[src/rtl/rip_axi_line_adapter.sv]
// rip_axi_line_adapter: converts single-word load/store requests into
// line-aligned burst requests for rip_axi_master and returns one word per request.
// Optional feature macro: RIP_AXI_LINE_BUF_EN (one-entry write-through line buffer).
module rip_axi_line_adapter #(
    parameter int ADDR_WIDTH = 32,
    parameter int DATA_WIDTH = 32,
    parameter int BURST_LEN  = 4
) (
    input  logic                                   clk,
    input  logic                                   rst,
    input  logic                                   req_valid,
    output logic                                   req_ready,
    input  logic [ADDR_WIDTH-1:0]                  req_addr,
    input  logic                                   req_we,
    input  logic [DATA_WIDTH-1:0]                  req_wdata,
    input  logic [DATA_WIDTH/8-1:0]                req_wstrb,
    input  logic                                   inv,
    output logic                                   resp_valid,
    output logic [DATA_WIDTH-1:0]                  resp_rdata,
    input  logic                                   m_wready,
    output logic [ADDR_WIDTH-1:0]                  m_waddr,
    output logic [DATA_WIDTH*BURST_LEN-1:0]        m_wdata,
    output logic [DATA_WIDTH*BURST_LEN/8-1:0]      m_wstrb,
    output logic                                   m_wvalid,
    input  logic                                   m_wdone,
    input  logic                                   m_rready,
    output logic [ADDR_WIDTH-1:0]                  m_raddr,
    output logic                                   m_rvalid,
    input  logic [DATA_WIDTH*BURST_LEN-1:0]        m_rdata,
    input  logic                                   m_rdone
);
    localparam int B_WIDTH = 8;
    localparam int LINE_W  = DATA_WIDTH * BURST_LEN;
    localparam int STRB_W  = LINE_W / B_WIDTH;
    localparam int BPW     = DATA_WIDTH / B_WIDTH;
    localparam int OFF     = $clog2(LINE_W / 8);
    localparam int WOFF    = $clog2(DATA_WIDTH / 8);
    localparam int IDX_W   = (BURST_LEN > 1) ? $clog2(BURST_LEN) : 1;
    localparam int TAG_W   = ADDR_WIDTH - OFF;

    typedef enum logic [2:0] {S_IDLE, S_WR_REQ, S_WR_WAIT, S_RD_REQ, S_RD_WAIT, S_RESP} state_t;

    state_t                  state_q, state_d;
    logic [IDX_W-1:0]        widx_q, widx_d;
    logic                    resp_valid_q, resp_valid_d;
    logic [DATA_WIDTH-1:0]   resp_rdata_q, resp_rdata_d;
    logic                    m_wvalid_q, m_wvalid_d;
    logic [ADDR_WIDTH-1:0]   m_waddr_q, m_waddr_d;
    logic [LINE_W-1:0]       m_wdata_q, m_wdata_d;
    logic [STRB_W-1:0]       m_wstrb_q, m_wstrb_d;
    logic                    m_rvalid_q, m_rvalid_d;
    logic [ADDR_WIDTH-1:0]   m_raddr_q, m_raddr_d;

    logic [IDX_W-1:0]        req_widx;
    logic [TAG_W-1:0]        req_tag;
    logic [ADDR_WIDTH-1:0]   req_line_addr;
    logic                    hit;

    // Word index within the line; BURST_LEN=1 degenerates to index 0.
    assign req_widx      = IDX_W'((req_addr >> WOFF) & ADDR_WIDTH'(BURST_LEN - 1));
    assign req_tag       = req_addr[ADDR_WIDTH-1:OFF];
    assign req_line_addr = {req_tag, {OFF{1'b0}}};

`ifdef RIP_AXI_LINE_BUF_EN
    logic [TAG_W-1:0]        tag_q, tag_d;
    logic [DATA_WIDTH-1:0]   wdata_q, wdata_d;
    logic [BPW-1:0]          wstrb_q, wstrb_d;
    logic                    buf_vld_q, buf_vld_d;
    logic [TAG_W-1:0]        buf_tag_q, buf_tag_d;
    logic [LINE_W-1:0]       buf_data_q, buf_data_d;

    // A same-cycle invalidate makes the buffer unusable for the incoming load.
    assign hit = buf_vld_q && !inv && (buf_tag_q == req_tag);
`else
    logic unused_inv;
    assign unused_inv = inv;
    assign hit        = 1'b0;
`endif

    // State and output registers; reset abandons any transaction in flight.
    always_ff @(posedge clk) begin
        if (rst) begin
            state_q      <= S_IDLE;
            widx_q       <= '0;
            resp_valid_q <= 1'b0;
            resp_rdata_q <= '0;
            m_wvalid_q   <= 1'b0;
            m_waddr_q    <= '0;
            m_wdata_q    <= '0;
            m_wstrb_q    <= '0;
            m_rvalid_q   <= 1'b0;
            m_raddr_q    <= '0;
`ifdef RIP_AXI_LINE_BUF_EN
            tag_q        <= '0;
            wdata_q      <= '0;
            wstrb_q      <= '0;
            buf_vld_q    <= 1'b0;
            buf_tag_q    <= '0;
            buf_data_q   <= '0;
`endif
        end else begin
            state_q      <= state_d;
            widx_q       <= widx_d;
            resp_valid_q <= resp_valid_d;
            resp_rdata_q <= resp_rdata_d;
            m_wvalid_q   <= m_wvalid_d;
            m_waddr_q    <= m_waddr_d;
            m_wdata_q    <= m_wdata_d;
            m_wstrb_q    <= m_wstrb_d;
            m_rvalid_q   <= m_rvalid_d;
            m_raddr_q    <= m_raddr_d;
`ifdef RIP_AXI_LINE_BUF_EN
            tag_q        <= tag_d;
            wdata_q      <= wdata_d;
            wstrb_q      <= wstrb_d;
            buf_vld_q    <= buf_vld_d;
            buf_tag_q    <= buf_tag_d;
            buf_data_q   <= buf_data_d;
`endif
        end
    end

    // Next-state logic: request capture, downstream handshakes and response pulse.
    always_comb begin
        state_d      = state_q;
        widx_d       = widx_q;
        resp_valid_d = 1'b0;
        resp_rdata_d = resp_rdata_q;
        m_wvalid_d   = m_wvalid_q;
        m_waddr_d    = m_waddr_q;
        m_wdata_d    = m_wdata_q;
        m_wstrb_d    = m_wstrb_q;
        m_rvalid_d   = m_rvalid_q;
        m_raddr_d    = m_raddr_q;
`ifdef RIP_AXI_LINE_BUF_EN
        tag_d        = tag_q;
        wdata_d      = wdata_q;
        wstrb_d      = wstrb_q;
        buf_vld_d    = buf_vld_q;
        buf_tag_d    = buf_tag_q;
        buf_data_d   = buf_data_q;
`endif
        case (state_q)
            S_IDLE: begin
                if (req_valid) begin
                    widx_d = req_widx;
`ifdef RIP_AXI_LINE_BUF_EN
                    tag_d   = req_tag;
                    wdata_d = req_wdata;
                    wstrb_d = req_wstrb;
`endif
                    if (req_we) begin
                        state_d    = S_WR_REQ;
                        m_wvalid_d = 1'b1;
                        m_waddr_d  = req_line_addr;
                        m_wdata_d  = {BURST_LEN{req_wdata}};
                        m_wstrb_d  = STRB_W'(req_wstrb) << (int'(req_widx) * BPW);
                    end else if (hit) begin
                        state_d = S_RESP;
                    end else begin
                        state_d    = S_RD_REQ;
                        m_rvalid_d = 1'b1;
                        m_raddr_d  = req_line_addr;
                    end
                end
            end
            S_WR_REQ: begin
                if (m_wready) begin
                    m_wvalid_d = 1'b0;
                    state_d    = S_WR_WAIT;
                end
            end
            S_WR_WAIT: begin
                if (m_wdone) begin
                    resp_valid_d = 1'b1;
                    resp_rdata_d = '0;
                    state_d      = S_IDLE;
`ifdef RIP_AXI_LINE_BUF_EN
                    // Write-through: keep the buffered line coherent with the store.
                    if (buf_vld_q && (buf_tag_q == tag_q)) begin
                        for (int b = 0; b < BPW; b++) begin
                            if (wstrb_q[b]) begin
                                buf_data_d[int'(widx_q)*DATA_WIDTH + b*B_WIDTH +: B_WIDTH] =
                                    wdata_q[b*B_WIDTH +: B_WIDTH];
                            end
                        end
                    end
`endif
                end
            end
            S_RD_REQ: begin
                if (m_rready) begin
                    m_rvalid_d = 1'b0;
                    state_d    = S_RD_WAIT;
                end
            end
            S_RD_WAIT: begin
                if (m_rdone) begin
                    resp_valid_d = 1'b1;
                    resp_rdata_d = m_rdata[int'(widx_q)*DATA_WIDTH +: DATA_WIDTH];
                    state_d      = S_IDLE;
`ifdef RIP_AXI_LINE_BUF_EN
                    buf_vld_d  = 1'b1;
                    buf_tag_d  = tag_q;
                    buf_data_d = m_rdata;
`endif
                end
            end
            S_RESP: begin
                resp_valid_d = 1'b1;
`ifdef RIP_AXI_LINE_BUF_EN
                resp_rdata_d = buf_data_q[int'(widx_q)*DATA_WIDTH +: DATA_WIDTH];
`else
                resp_rdata_d = '0;
`endif
                state_d      = S_IDLE;
            end
            default: state_d = S_IDLE;
        endcase
`ifdef RIP_AXI_LINE_BUF_EN
        // Invalidate overrides a fill landing in the same cycle.
        if (inv) buf_vld_d = 1'b0;
`endif
    end

    assign req_ready  = (state_q == S_IDLE);
    assign resp_valid = resp_valid_q;
    assign resp_rdata = resp_rdata_q;
    assign m_wvalid   = m_wvalid_q;
    assign m_waddr    = m_waddr_q;
    assign m_wdata    = m_wdata_q;
    assign m_wstrb    = m_wstrb_q;
    assign m_rvalid   = m_rvalid_q;
    assign m_raddr    = m_raddr_q;

endmodule
[config.mk]
export PLATFORM = sky130hd
export DESIGN_NAME = rip_axi_line_adapter
export DESIGN_NICKNAME = d
export VERILOG_FILES = /design/src/rtl/rip_axi_line_adapter.sv
export SDC_FILE = /design/constraint.sdc
export NUM_CORES = 1
export LEC_CHECK = 0
export ABC_CLOCK_PERIOD_IN_PS = 4400
export CAP_MARGIN = 20
export CELL_PAD_IN_SITES_DETAIL_PLACEMENT = 2
export CELL_PAD_IN_SITES_GLOBAL_PLACEMENT = 2
export CORE_ASPECT_RATIO = 0.75
export CORE_MARGIN = 2
export CORE_UTILIZATION = 21
export DETAILED_ROUTE_END_ITERATION = 12
export HOLD_SLACK_MARGIN = 0.1
export MAX_ROUTING_LAYER = met4
export PLACE_DENSITY = 0.86
export SYNTH_ARGS = -nofsm -noshare
export SYNTH_HDL_FRONTEND = slang
export SYNTH_SLANG_ARGS = --single-unit
export TNS_END_PERCENT = 5
[constraint.sdc]
create_clock -name clk -period 4.4 [get_ports clk]
set_input_delay 0.88 -clock clk [delete_from_list [all_inputs] [get_ports clk]]
set_output_delay 0.88 -clock clk [all_outputs]
set_load 0.01 [all_outputs]
==> impl_metrics.toml, run 1 <==
[routing]
first_iter_violations = 311
wl_met2_mm = 15.7
firstDrtPassIters = 4
vias = 6866
ant_nets = 0
viasPerCell = 4.61
wl_mm = 31.5
wl_per_cell_um = 21.1
routedLengthMet1_mm = 12.9
dr_wl_met3_mm = 2.38
highest-signal-layer = "met4"
route.detailed.drc = 0

[setup_path]
cp_cell_sequence = "clkdlybuf4s50_1, or4b_4, buf_4, o21ai_1, a21oi_1"
worstSetupEndpointType = "flip-flop"
path_class = "input port to flip-flop"
critPathArrivalTime_ns = 3.02
cp.required_ns = 4.67
r2r_slack_ns = 2.08
slowest_stage = "or4b_4"
reg2reg_depth = 4
cp_num_buf_inv = 2
r2r-start = "state_q[0]"
start_kind = "input port"
crit_path_max_fanout = 70
critPathTopFamily = "buffers and inverters"
critPathMaxStageDelay_ns = 0.82
reg2reg_to = "m_waddr[16]"

[floorplan]
die_area_um2 = 34400
coreArea_um2 = 32400
rows = 57
die_y_um = 161
floorplan.initialDensity_pct = 21.3
boundaryPins = 449
die_w_um = 213

[sta]
worst_slew_margin_rel_pct = 34.2
setup_ws_ns = 1.65
worst_pin_slew_ns = 0.986
setup_viol = 0
fin_skew_ns = 0.0117
hold_viol = 0
period_needed_ns = 2.75
fmax_mhz = 363
period_share_pct = 62.5
rsz0062_at_grt = "false"
finalSetupTns_ns = 0
drv_slew = 0

[flow_run]
max_cap_viol_count = 0

[finish]
area_growth_pct = 64.6
n_antenna_cell = 0
fin_area_um2 = 11400
final_common_cell = "clkdlybuf4s50_1"
mostFrequentLayoutCells = "clkdlybuf4s50_1 (435), dfxtp_1 (143), a21oi_1 (110)"
drive_above_1_share_pct = 8.30
nets = 1240
layout.cells.non_filler = 1490

[synthesis]
dominantRegCellSynth = "dfxtp_1"
avgSynthCellArea_um2 = 9.28
syn_inst = 744
synth_edf_count = 0
async_reset_ff_share_pct = 0
ys_seq_area_share_pct = 41.8
synth_cell_types = 35
yosysTopAreaCellShare_pct = 41.8
ys_ff_latch = 144
yosysTopAreaCell = "dfxtp_1"
synth.area.top_cells = "dfxtp_1 (42%), buf_4 (12%), mux4_2 (10%)"
synth_warnings = 0
syn-cell-area_um2 = 6900

[worst_hold_path]
whs_path_depth = 2
hp-class = "flip-flop to flip-flop"
hold_path.startpoint = "widx_q[1]"
min_to = "widx_q[1]"

[placement]
place_inst = 1458
dp_slack_ns = 1.18
hpwl_mm = 22.7
port_buffers = 437
globalplace.congestion = 0.783
placed_area_um2 = 10800

[grt]
grt_util_all_layers_pct = 18.3
grt_max_degree = 85
grt_pass1_wl_mm = 46.2
overflow = 0
antenna_found_initial = 0
grt_pass1_vias = 7291

[clock_network]
clock-sinks = 144
cts_resized = 0
cts_tree = "built"
clk_pin_slew_ns = 0.06
post_cts_buffers = 0
cts_buffers = 17
cts-root-buf = "clkbuf_16"
clkLatencyLatePin_ns = 0.43
clock_path_buffers = 2
h-tree-depth = 4
postCtsHoldBufs = 0

[power]
p_per_area_nw_per_um2 = 318
vdd_ir_drop_max_uv = 231
intPower_mw = 2.62
power_leakage_nw = 3.75
clkPwrFrac_pct = 40.3
power_frac_comb_pct = 20.8
p_switching_mw = 1.00
pwr-share-seq_pct = 38.9
netSwitchingFraction_pct = 27.6

[status]
status = "completed"
## flip-flops by register name, summed over array words and instances (netlist names)
| register | cells |
|---|---|
| m_raddr | 28 |
| m_rvalid | 1 |
| m_waddr | 28 |
| m_wdata | 32 |
| m_wstrb | 16 |
| m_wvalid | 1 |
| resp_rdata | 32 |
| resp_valid | 1 |
| state_q | 3 |
| widx_q | 2 |
## per-stage QoR
step | power (mW) | util, % | hold slack, ns
4_1_cts | 3.67 | 35.1 | 0.469
6_report | 3.62 | 35.1 | 0.463
3_5_place_dp | 2.20 | 33.3 | 0.460
3_3_place_gp | 2.17 | 33.3 | 0.445
2_1_floorplan | 1.80 | - | 0.487
5_1_grt | 3.79 | 35.1 | 0.487
## power groups by stage
stage | combinational [mW] | sequential, mW | clock (mW)
floorplan | 0.368 | 1.44 | 0
global placement | 0.734 | 1.43 | 0
detailed placement | 0.759 | 1.44 | 0
CTS | 0.763 | 1.41 | 1.50
global route | 0.806 | 1.42 | 1.57
finish | 0.753 | 1.41 | 1.46
## kinds of logic (layout without fill, tap and decap cells)
group | Yosys count | in the layout | share of synthesized area (%)
flops | 144 | 144 | 41.8
mux | 33 | 33 | 10.6
buf+inv | 183 | 480 | 16.8
compound gates | 252 | 252 | 20.5
other cells | 1 | 8 | 0.0543
simple gates | 131 | 131 | 10.3
## area by class of cell
type	instances	area (um^2)
multi-input combinational	424	2900
fill	3557	21000
timing repair buffer	447	4440
sequential	144	2880
inverter	1	5.00
clock buffer	19	443
tap	442	553
clock inverter	13	136
## metal layers
metal	GRT usage [%]	vias up
li1	-	3171
met4	4.58	0
met3	5.93	31
met5	-	-
met2	30.5	235
met1	21.2	3429
## cells in the mapped netlist, types with 3 or more instances
library cell	count
mux4_2	32
buf_1	5
nor2b_1	3
nor2_1	3
nand2b_1	3
nand4_1	16
nand2_1	7
clkbuf_1	47
a21oi_1	110
nand3_1	88
dfxtp_1	144
o21ai_2	3
buf_2	16
o21ai_1	37
buf_6	7
a22o_1	32
o21ai_0	64
buf_4	107
## tightest hold or removal path: stages, from the launching register on
cell	delay [ns]
dfxtp_1	0.31
nand2_1	0.05
a21oi_1	0.05
## worst max path at each step
stage	endpoint	depth (start not counted)	from	slack [ns]
after global placement	m_waddr[16]	5	req_valid	1.24
after floorplan	m_raddr[12]	6	req_valid	2.39
after CTS	m_wstrb[4]	5	req_valid	1.63
after detailed placement	m_waddr[16]	5	req_valid	1.18
after global routing	m_waddr[15]	5	req_valid	1.53
final	m_wstrb[4]	5	req_valid	1.65
Power figures use the tool's default switching activity.
==> run 2: changes to the inputs <==
--- a/config.mk
+++ b/config.mk
@@ -5,17 +5,17 @@
 export SDC_FILE = /design/constraint.sdc
 export NUM_CORES = 1
 export LEC_CHECK = 0
-export ABC_CLOCK_PERIOD_IN_PS = 4400
+export ABC_CLOCK_PERIOD_IN_PS = 2200
 export CAP_MARGIN = 20
 export CELL_PAD_IN_SITES_DETAIL_PLACEMENT = 2
 export CELL_PAD_IN_SITES_GLOBAL_PLACEMENT = 2
 export CORE_ASPECT_RATIO = 0.75
 export CORE_MARGIN = 2
-export CORE_UTILIZATION = 21
+export CORE_UTILIZATION = 18
 export DETAILED_ROUTE_END_ITERATION = 12
 export HOLD_SLACK_MARGIN = 0.1
 export MAX_ROUTING_LAYER = met4
-export PLACE_DENSITY = 0.86
+export PLACE_DENSITY = 0.78
 export SYNTH_ARGS = -nofsm -noshare
 export SYNTH_HDL_FRONTEND = slang
 export SYNTH_SLANG_ARGS = --single-unit
==> constraint.sdc (replaced) <==
create_clock -name clk -period 2.2 [get_ports clk]
set_input_delay 0.44 -clock clk [delete_from_list [all_inputs] [get_ports clk]]
set_output_delay 0.44 -clock clk [all_outputs]
set_load 0.01 [all_outputs]
==> run 2 against run 1 <==
  * Die area increased by 16%
  * Non-clock buffer count increased by 14
  * Sequential cell count unchanged
  * Core utilization decreased by 4.3 points
  * Wire length increased by 1.6%
  * Critical path depth decreased by 4
  * Sequential share of layout area decreased by 0.75 points
  * Via count increased by 0.48%
  * Combinational power increased by 110%
  * Cell count increased by 5.6%
  * Largest cell class unchanged
  * Largest power group unchanged
  * Highest routed layer unchanged
==> impl_metrics.toml, run 2 (same netlist as run 1, synthesis figures left out) <==
[status]
status = "completed"

[placement]
hpwl_mm = 24.0
port_buffers = 437
globalplace.congestion = 0.785
placed_area_um2 = 11100

[setup_path]
reg2reg_to = "resp_rdata[16]"
cp.required_ns = 1.76
start_kind = "flip-flop"
r2r-start = "widx_q[0]"
slowest_stage = "clkdlybuf4s50_1"
crit_path_max_fanout = 5
reg2reg_depth = 3
crit_start = "m_wdata[95]"
critPathMaxStageDelay_ns = 0.64
cp_cell_sequence = "clkdlybuf4s50_1"
cp.depth = 1
cp_num_buf_inv = 1
worstSetupEndpointType = "primary output"
critPathTopFamily = "buffers and inverters"
path_class = "flip-flop to primary output"
crit_end = "m_wdata[31]"
critPathArrivalTime_ns = 1.58
r2r_slack_ns = 0.41

[clock_network]
cts_tree = "built"
clkLatencyLatePin_ns = 0.44
cts_buffers = 17
cts-root-buf = "clkbuf_16"
h-tree-depth = 4
clock-sinks = 144
clk_pin_slew_ns = 0.07
clock_path_buffers = 2

[finish]
mostFrequentLayoutCells = "clkdlybuf4s50_1 (434), dfxtp_1 (143), a21oi_1 (110)"
final.fill_count = 4153
regArea_um2 = 2880
final_common_cell = "clkdlybuf4s50_1"
n_antenna_cell = 0
area_growth_pct = 69.6
nets = 1254
fin_area_um2 = 11700
multiInputGateArea_um2 = 2900
drive_above_1_share_pct = 9.60

[floorplan]
die_area_um2 = 39900
coreArea_um2 = 38000
boundaryPins = 449
floorplan.initialDensity_pct = 18.2
die_y_um = 174
rows = 62
die_w_um = 230

[grt]
grt_util_all_layers_pct = 15.9
antenna_found_initial = 0
grt_max_degree = 106
overflow = 0
grt_pass1_vias = 7412
grt_pass1_wl_mm = 46.8

[routing]
route.detailed.drc = 0
first_iter_violations = 261
vias = 6899
wl_mm = 32.0
routedLengthMet1_mm = 13.6
viasPerCell = 4.38
ant_nets = 0
highest-signal-layer = "met4"
firstDrtPassIters = 4
wl_met2_mm = 16.2
dr_wl_met3_mm = 1.89
wl_per_cell_um = 20.3

[power]
vdd_ir_drop_max_uv = 414
power_leakage_nw = 3.89
p_per_area_nw_per_um2 = 632
total_power_mw = 7.40

[flow_run]
max_cap_viol_count = 0

[worst_hold_path]
hp-class = "input port to flip-flop"
hold_path.startpoint = "req_we"

[sta]
fin_skew_ns = 0.0118
period_share_pct = 91.9
hold_viol = 0
rsz0062_at_grt = "false"
worst_slew_margin_rel_pct = 61.3
fmax_mhz = 495
period_needed_ns = 2.02
worst_pin_slew_ns = 0.581
drv_slew = 0
setup_viol = 0
==> run 2: power breakdown <==
part | leakage, nW | internal, mW | switching, mW
Sequential | 1.17 | 2.71 | 0.0966
Clock | 0.288 | 1.72 | 1.27
Combinational | 2.43 | 0.895 | 0.711
Total | 3.89 | 5.32 | 2.08
==> run 2: what timing repair did <==
item | 4_1_cts | 5_1_grt
setup buffers | 0 | 0
endpoints found under the setup margin | 1 | 0
resized for setup | 1 | 0
hold buffers | 0 | 0
==> run 2: layout make-up <==
cell class,count,area share (%)
Timing Repair Buffer,461,40.0
Clock inverter,14,1.33
Tap cell,512,5.47
Multi-Input combinational cell,424,24.8
Sequential cell,144,24.6
Inverter,1,0.0427
Clock buffer,18,3.75
==> run 2: per-layer routing <==
layer,vias to the layer above,track usage (%)
li1,3199,-
met1,3469,18.5
met2,215,27.2
met3,16,4.95
met4,0,3.01
met5,-,-
==> run 2: how the worst min path moves through the flow <==
| stage | end | slack (ns) | cells past startpoint |
|---|---|---|---|
| after floorplan | m_raddr[14] | 0.49 | 2 |
| after global placement | widx_q[1] | 0.45 | 2 |
| after detailed placement | widx_q[1] | 0.45 | 2 |
| after CTS | m_wvalid | 0.35 | 3 |
| after global routing | m_wvalid | 0.37 | 3 |
| final | m_wvalid | 0.37 | 3 |
==> run 2: metrics by stage <==
stage | utilization (%) | setup WS (ns) | hold WS, ns | cells | TNS, ns
finish | 30.8 | 0.179 | 0.373 | 1574 | 0
CTS | 30.8 | 0.0831 | 0.354 | 1574 | 0
floorplan | - | 0.579 | 0.487 | 751 | 0
global route | 30.8 | 0.0836 | 0.366 | 1574 | 0
global placement | 29.2 | 0.0758 | 0.448 | 1542 | 0
detailed placement | 29.2 | -0.0375 | 0.449 | 1542 | -0.0375
==> run 2: worst register-to-register path: stages (launching register included) <==
cell     delay [ns]
dfxtp_2        0.68
buf_4          0.26
mux4_2         0.55
a22o_1         0.20
==> run 3: changes to the inputs <==
--- a/config.mk
+++ b/config.mk
@@ -16,6 +16,8 @@
 export HOLD_SLACK_MARGIN = 0.1
 export MAX_ROUTING_LAYER = met4
 export PLACE_DENSITY = 0.78
+export SKIP_CTS_REPAIR_TIMING = 1
+export SLEW_MARGIN = 20
 export SYNTH_ARGS = -nofsm -noshare
 export SYNTH_HDL_FRONTEND = slang
 export SYNTH_SLANG_ARGS = --single-unit
==> run 3 against run 2 <==
  * Sequential share of layout area about the same
  * Clock skew unchanged
  * Total power about the same
  * Cell count unchanged
  * Sequential power about the same
  * Non-clock buffer count unchanged
  * Sequential cell count unchanged
==> impl_metrics.toml, run 3 (same netlist as run 1, synthesis figures left out) <==
[grt]
antenna_found_initial = 0
grt_max_degree = 106
grt_pass1_vias = 7412
grt_pass1_wl_mm = 46.8
overflow = 0
grt_util_all_layers_pct = 15.9

[sta]
fin_skew_ns = 0.0118
period_needed_ns = 2.02
worst_slew_margin_rel_pct = 61.3
rsz0062_at_grt = "false"
drv_slew = 0
period_share_pct = 91.9
hold_viol = 0
setup_ws_ns = 0.179
setup_viol = 0
fmax_mhz = 495
worst_pin_slew_ns = 0.581

[placement]
hpwl_mm = 24.0
place_inst = 1542
globalplace.congestion = 0.785
placed_area_um2 = 11100
dp_slack_ns = -0.0375
port_buffers = 437

[clock_network]
clock-sinks = 144
clock_path_buffers = 2
clk_pin_slew_ns = 0.07
clkLatencyLatePin_ns = 0.44
h-tree-depth = 4
cts-root-buf = "clkbuf_16"
cts_buffers = 17
cts_tree = "built"

[setup_path]
slowest_stage = "clkdlybuf4s50_1"
path_class = "flip-flop to primary output"
cp_cell_sequence = "clkdlybuf4s50_1"
critPathMaxStageDelay_ns = 0.64
cp.required_ns = 1.76
critPathTopFamily = "buffers and inverters"
cp_num_buf_inv = 1
start_kind = "flip-flop"
crit_path_max_fanout = 5
critPathArrivalTime_ns = 1.58
worstSetupEndpointType = "primary output"

[floorplan]
boundaryPins = 449
coreArea_um2 = 38000
die_area_um2 = 39900
die_y_um = 174
floorplan.initialDensity_pct = 18.2
rows = 62
die_w_um = 230

[finish]
drive_above_1_share_pct = 9.60
utilization_pct = 30.8
nets = 1254
fin_area_um2 = 11700
final.fill_count = 4154
area_growth_pct = 69.7
layout.cells.non_filler = 1574
n_antenna_cell = 0
mostFrequentLayoutCells = "clkdlybuf4s50_1 (434), dfxtp_1 (143), a21oi_1 (110)"
final_common_cell = "clkdlybuf4s50_1"

[routing]
wl_per_cell_um = 20.3
vias = 6899
wl_mm = 32.0
firstDrtPassIters = 4
ant_nets = 0
route.detailed.drc = 0
viasPerCell = 4.38
first_iter_violations = 261

[power]
p_per_area_nw_per_um2 = 632
power_leakage_nw = 3.89
vdd_ir_drop_max_uv = 414

[flow_run]
max_cap_viol_count = 0

[worst_hold_path]
hp-class = "input port to flip-flop"

[status]
status = "completed"
==> run 3: final timing paths <==
| check | start | endpoint | slack (ns) | cells after the start |
|---|---|---|---|---|
| max | m_wdata[95] | m_wdata[31] | 0.18 | 1 |
| min | req_we | m_wvalid | 0.37 | 3 |
| max reg2reg | widx_q[0] | resp_rdata[16] | 0.41 | 3 |
| min reg2reg | widx_q[1] | widx_q[1] | 0.45 | 2 |
==> run 3: area by class of cell <==
| cell class | instances | area [um^2] | area share, % |
|---|---|---|---|
| Inverter | 1 | 5.00 | 0.0427 |
| Clock buffer | 18 | 439 | 3.75 |
| Clock inverter | 14 | 155 | 1.32 |
| Tap cell | 512 | 641 | 5.47 |
| Sequential cell | 144 | 2880 | 24.6 |
| Timing Repair Buffer | 461 | 4690 | 40.0 |
| Multi-Input combinational cell | 424 | 2900 | 24.8 |
==> run 3: worst min-delay path, delay by kind of cell <==
family          cells  cell delay [ns]
buf+inv             1             0.18
compound gates      1             0.05
simple gates        1             0.08
==> run 3: metal layers <==
metal	track usage (%)	part of all wire (%)	up-vias
li1	-	-	3199
met1	18.5	42	3469
met2	27.2	51	215
met3	4.95	5.9	16
met4	3.01	0.99	0
met5	-	0	-
==> run 3: where the power goes <==
| part | leakage, nW | internal [mW] | switching (mW) | total, mW |
|---|---|---|---|---|
| Clock | 0.288 | 1.72 | 1.27 | 2.99 |
| Combinational | 2.43 | 0.897 | 0.711 | 1.61 |
| Sequential | 1.17 | 2.71 | 0.0966 | 2.81 |
| Total | 3.89 | 5.32 | 2.08 | 7.40 |
==> run 3: through the flow <==
stage / total power [mW] / TNS, ns / hold WS [ns]
finish: 7.40 / 0 / 0.373
floorplan: 3.61 / 0 / 0.487
detailed placement: 4.49 / -0.0375 / 0.449
CTS: 7.55 / -0.00669 / 0.354
global route: 7.76 / 0 / 0.366
global placement: 4.44 / 0 / 0.448
